**src/rtl/discr_rate_buffer.sv**
```systemverilog
// discr_rate_buffer: per-period edge-rate accumulator with sequence-tagged FWFT record FIFO and drop counter
module discr_rate_buffer #(
   parameter int P_N_WIDTH    = 4,
   parameter int P_ACC_WIDTH  = 24,
   parameter int P_SEQ_WIDTH  = 8,
   parameter int P_DEPTH_LOG2 = 4
) (
   input  logic                               clk,
   input  logic                               rst_n,
   input  logic                               en,
   input  logic                               valid,
   input  logic [P_N_WIDTH-1:0]               n_pedge,
   input  logic                               update,
   input  logic                               rd_en,
   input  logic                               clr_drop,
   output logic [P_SEQ_WIDTH+P_ACC_WIDTH:0]   rd_data,
   output logic                               rd_valid,
   output logic [P_DEPTH_LOG2:0]              fifo_cnt,
   output logic [P_ACC_WIDTH-1:0]             last_rate,
   output logic [15:0]                        drop_cnt
);
   localparam int W = 1 + P_SEQ_WIDTH + P_ACC_WIDTH;
   localparam int DEPTH = 1 << P_DEPTH_LOG2;
   localparam logic [P_SEQ_WIDTH-1:0] SEQ_ONE = 1;
   localparam logic [P_DEPTH_LOG2:0] PTR_ONE = 1;
   logic [P_ACC_WIDTH-1:0]  acc_q, acc_d, sum_n, last_q, last_d;
   logic                    sat_q, sat_d, sat_n;
   logic [P_SEQ_WIDTH-1:0]  seq_q, seq_d;
   logic [P_DEPTH_LOG2:0]   wr_ptr_q, wr_ptr_d, rd_ptr_q, rd_ptr_d;
   logic [15:0]             drop_q, drop_d;
   logic [P_ACC_WIDTH:0]    inc, sum_w;
   logic                    push, pop, full, push_ok;
   logic [W-1:0]            record;
   logic [W-1:0]            mem_q [DEPTH];
   assign inc   = valid ? {{(P_ACC_WIDTH+1-P_N_WIDTH){1'b0}}, n_pedge} : '0;
   assign sum_w = {1'b0, acc_q} + inc;
   assign sat_n = sum_w[P_ACC_WIDTH] | sat_q;
   assign sum_n = sat_n ? '1 : sum_w[P_ACC_WIDTH-1:0];
   assign record = {sat_n, seq_q, sum_n};
   assign rd_valid = wr_ptr_q != rd_ptr_q;
   assign full = (wr_ptr_q[P_DEPTH_LOG2] != rd_ptr_q[P_DEPTH_LOG2]) &&
                 (wr_ptr_q[P_DEPTH_LOG2-1:0] == rd_ptr_q[P_DEPTH_LOG2-1:0]);
   assign pop = rd_en & rd_valid;
   assign push_ok = push & (~full | pop);
   assign fifo_cnt = wr_ptr_q - rd_ptr_q;
   assign rd_data = rd_valid ? mem_q[rd_ptr_q[P_DEPTH_LOG2-1:0]] : '0;
   assign last_rate = last_q;
   assign drop_cnt = drop_q;
   // Accumulate the period, close it on update, and work out pointer/drop movement
   always_comb begin
      acc_d = sum_n;
      sat_d = sat_n;
      seq_d = seq_q;
      last_d = last_q;
      push = 1'b0;
      if (!en) begin
         acc_d = '0;
         sat_d = 1'b0;
      end else if (update) begin
         acc_d = '0;
         sat_d = 1'b0;
         seq_d = seq_q + SEQ_ONE;
         last_d = sum_n;
         push = 1'b1;
      end
      wr_ptr_d = push_ok ? wr_ptr_q + PTR_ONE : wr_ptr_q;
      rd_ptr_d = pop ? rd_ptr_q + PTR_ONE : rd_ptr_q;
      drop_d = clr_drop ? '0 : (push & ~push_ok & (drop_q != 16'hFFFF)) ? drop_q + 16'd1 : drop_q;
   end
   // State registers, cleared asynchronously so the FIFO empties at once on reset
   always_ff @(posedge clk or negedge rst_n) begin
      if (!rst_n) begin
         acc_q <= '0;
         sat_q <= 1'b0;
         seq_q <= '0;
         last_q <= '0;
         wr_ptr_q <= '0;
         rd_ptr_q <= '0;
         drop_q <= '0;
      end else begin
         acc_q <= acc_d;
         sat_q <= sat_d;
         seq_q <= seq_d;
         last_q <= last_d;
         wr_ptr_q <= wr_ptr_d;
         rd_ptr_q <= rd_ptr_d;
         drop_q <= drop_d;
      end
   end
   // Record storage; contents need no reset since the pointers gate visibility
   always_ff @(posedge clk) begin
      if (push_ok) mem_q[wr_ptr_q[P_DEPTH_LOG2-1:0]] <= record;
   end
endmodule
```
**config.mk**
```make
export PLATFORM = sky130hd
export DESIGN_NAME = discr_rate_buffer
export DESIGN_NICKNAME = d
export VERILOG_FILES = /design/src/rtl/discr_rate_buffer.sv
export SDC_FILE = /design/constraint.sdc
export NUM_CORES = 1
export LEC_CHECK = 0
export BUFFER_PORTS_ARGS = -buffer_cell sky130_fd_sc_hd__buf_4
export CAP_MARGIN = 20
export CORE_MARGIN = 2
export CORE_UTILIZATION = 50
export DETAILED_ROUTE_END_ITERATION = 6
export GPL_TIMING_DRIVEN = 0
export PLACE_DENSITY = 0.66
export SYNTH_ARGS = -nofsm -noshare
export SYNTH_HDL_FRONTEND = slang
export SYNTH_SLANG_ARGS = --single-unit
```
**constraint.sdc**
```tcl
create_clock -name clk -period 4.7 [get_ports clk]
set_clock_uncertainty 0.1 [all_clocks]
set_input_delay 0.235 -clock clk [delete_from_list [all_inputs] [get_ports clk]]
set_output_delay 0.235 -clock clk [all_outputs]
set_load 0.02 [all_outputs]
```
==> results.json <==
{
  "dieArea_um2": 50300,
  "io_pins": 90,
  "cts_buffers": 59,
  "synth.most_common_cell": "edfxtp_1",
  "ctsRootBufferMaster": "clkbuf_16",
  "postRouteWirelength_um": 54500,
  "fin_crit_ns": 4.45,
  "worstHoldPathType": "primary input to flop",
  "slowest_stage": "clkbuf_1",
  "antenna_cells": 0,
  "clockBufferDepth": 3,
  "drv_cap": 0,
  "relSlewSlack_pct": 31.6,
  "io_buffer_count": 89,
  "p_sw_share_pct": 30.3,
  "drive_above_1_share_pct": 27.4,
  "power_density_nw_per_um2": 570,
  "synth_edf_count": 528,
  "via_per_inst": 5.99,
  "cp_common_cell": "clkbuf_1",
  "cts_max_level": 2,
  "fp.dieH_um": 224,
  "pre_cts_ws_ns": -0.202,
  "synth_flop_cell": "edfxtp_1",
  "path_cells": "clkbuf_1 > buf_1 > inv_1 > ha_1 > and4_1 > nand2_2 > clkbuf_1 > and2_1 > buf_4",
  "comb_power_share_pct": 31.5,
  "cts.sinks": 611,
  "synthToLayoutAreaGrowth_pct": 15.5,
  "dpl.hpwl_um": 33800,
  "p_switching_mw": 4.85,
  "ys_ff_latch": 611,
  "synth_area_leaders": "edfxtp_1 65%, mux4_2 15%, dfrtp_1 8.6%",
  "syn_area_per_cell_um2": 19.9,
  "peakVddDrop_v": 0.000333,
  "cp-start-kind": "flop",
  "holdWs_ns": 0.0329,
  "clkTransAtPathRegs_ns": 0.06,
  "drv_slew": 0,
  "start_util_pct": 50.7,
  "synth_cell_type_count": 53,
  "cts_tree": "yes",
  "clockPowerShare_pct": 27.7,
  "num-fill-cells": 3541,
  "clk_latency_ns": 0.62,
  "placedCellCount": 1943,
  "fin_nets": 1426,
  "fin_crit_sh_pct": 94.6,
  "ys_warn_count": 0,
  "netlist_top_cells_count": "528 x edfxtp_1, 165 x mux4_2, 83 x dfrtp_1, 59 x and2_1, 53 x a21oi_1",
  "firstDrtPassIters": 5,
  "post_cts_buffers": 0,
  "synth_area_leader_cell": "edfxtp_1",
  "track_usage_pct": 22.3,
  "tightest_slew_ns": 1.03,
  "postSynth.asyncResetShare_pct": 13.6,
  "dieWidth_um": 224,
  "core_area_um2": 47800,
  "leakage_nw": 9.49,
  "max_freq_ghz": 0.225,
  "power_frac_seq_pct": 40.8,
  "synth_seq_area_share_pct": 73.9,
  "rsz0062_at_grt": "false",
  "path_class": "flop to output port",
  "status": "finished, final reports clean",
  "cp-end-kind": "output port",
  "synth_top_area_share_pct": 65.3,
  "setup_ws_ns": 0.252,
  "syn-cell-area_um2": 24300,
  "gp_congestion": 0.795,
  "final-hold-violation-count": 0,
  "worstPathMaxFanout": 10,
  "required_ns": 4.37,
  "grt-ovfl-total": 0,
  "fin_cells": 2062,
  "antenna_found_initial": 1,
  "post-route-drc-count": 0,
  "netlist_instances": 1219,
  "slowest_delay_ns": 0.73,
  "p_int_mw": 11.1,
  "finalSetupViolations": 0,
  "first_iter_violations": 1166,
  "vias": 12400,
  "arrival_ns": 4.11,
  "grt_max_degree": 84,
  "rows": 80,
  "synthesis.nets": 1247,
  "post_drt_wl_per_cell_um": 26.4,
  "ant_nets": 0,
  "grt_pass1_wl_um": 81400,
  "grt_pass1_vias": 12700
}
sequential cells by signal, summed over array words and instances, names as in the netlist:
| name | cells |
|---|---|
| rd_ptr_q | 5 |
| drop_cnt | 16 |
| acc_q | 24 |
| wr_ptr_q | 5 |
| sat_q | 1 |
| last_rate | 24 |
| mem_q | 528 |
| seq_q | 8 |
metal layers:
layer / up-vias / share of wire, % / routed length [µm] / global-route usage (%)
met5: - / 0 / 0 / 0
met2: 504 / 48 / 26300 / 35.8
met3: 61 / 7.6 / 4130 / 3.63
met4: 0 / 1.6 / 861 / 5.30
li1: 5267 / - / - / -
met1: 6528 / 43 / 23200 / 32.7
worst max-delay path: cells and delay by family (launching register included):
kind / cells / cell delay [ns]
buffers and inverters: 5 / 2.00
AND/OR/NAND/NOR: 3 / 0.78
adder cells (fa/ha/maj): 1 / 0.37
flip-flops: 1 / 0.32
layout make-up:
cell class	instances	area, µm²	area share, %
Sequential cell	611	17900	64.0
Multi-Input combinational cell	532	6060	21.6
Clock buffer	85	1640	5.83
Timing Repair Buffer	118	1170	4.17
Tap cell	615	769	2.75
Buffer	57	230	0.821
Clock inverter	25	158	0.562
Inverter	19	71.3	0.254
cells in the final DEF (no fill, tap or decap), types with 3 or more instances in the layout:
master,Yosys,routed
and4_1,5,5
a21o_1,3,3
xor2_1,26,26
nand2_1,46,45
mux4_2,165,165
clkinv_2,0,10
and2_2,1,16
dfrtp_1,83,83
inv_1,18,18
buf_2,8,8
o2111ai_1,3,3
nor3_1,4,4
nor2_1,41,41
dlygate4sd3_1,0,5
and2_1,59,43
nand4_1,15,15
buf_8,0,6
clkbuf_8,0,4
edfxtp_1,528,528
o21ai_0,5,5
buf_4,1,90
nand3_1,16,16
o211ai_1,4,4
clkinv_1,0,10
clkbuf_1,36,55
and3_1,14,14
buf_12,0,16
xnor2_1,22,22
a21oi_1,53,53
buf_1,12,12
ha_1,15,15
clkbuf_16,0,60
a31oi_1,3,3
per-stage QoR:
stage	area [µm²]	total power [mW]	util, %	TNS (ns)
floorplan	24300	9.77	-	0
global placement	25700	11.5	53.7	-558.72
detailed placement	26100	11.7	54.6	-8.98
CTS	27900	16.1	58.4	0
global route	28000	16.6	58.6	0
finish	28000	16.0	58.6	0
kinds of logic after synthesis:
family | Yosys count | share of synthesized area [%]
compound gates | 84 | 2.11
xor+xnor | 48 | 1.73
fa+ha+maj | 17 | 0.938
buf+inv | 76 | 1.23
flops | 611 | 73.9
mux | 167 | 15.4
simple gates | 216 | 4.71
what timing repair did:
| item | in CTS | in global routing |
|---|---|---|
| gates resized for setup | 2 | 3 |
| hold buffers | 4 | 1 |
| setup endpoints to repair | 125 | 121 |
| endpoints found under the hold margin | 91 | 14 |
power groups by stage:
stage                     registers [mW]  clock network [mW]  logic [mW]
after global routing                6.56                4.70        5.37
final                               6.52                4.42        5.03
after detailed placement            6.63                   0        5.06
after CTS                           6.52                4.49        5.07
after floorplan                     6.58                   0        3.19
after global placement              6.62                   0        4.92
path summary, 6_finish.rpt:
| kind | from | endpoint | slack, ns | depth (start not counted) |
|---|---|---|---|---|
| worst max-delay path | rd_ptr_q[2] | rd_data[6] | 0.25 | 9 |
| worst min-delay path | n_pedge[0] | acc_q[0] | 0.03 | 5 |
| worst max register to register | rd_ptr_q[2] | mem_q[2][21] | 0.28 | 10 |
| worst min register to register | wr_ptr_q[4] | wr_ptr_q[4] | 0.40 | 1 |
| max in group asynchronous | rst_n | last_rate[9] | 3.45 | 4 |
| min in group asynchronous | rst_n | drop_cnt[13] | 0.47 | 3 |
(Power assumes the default switching activity.)
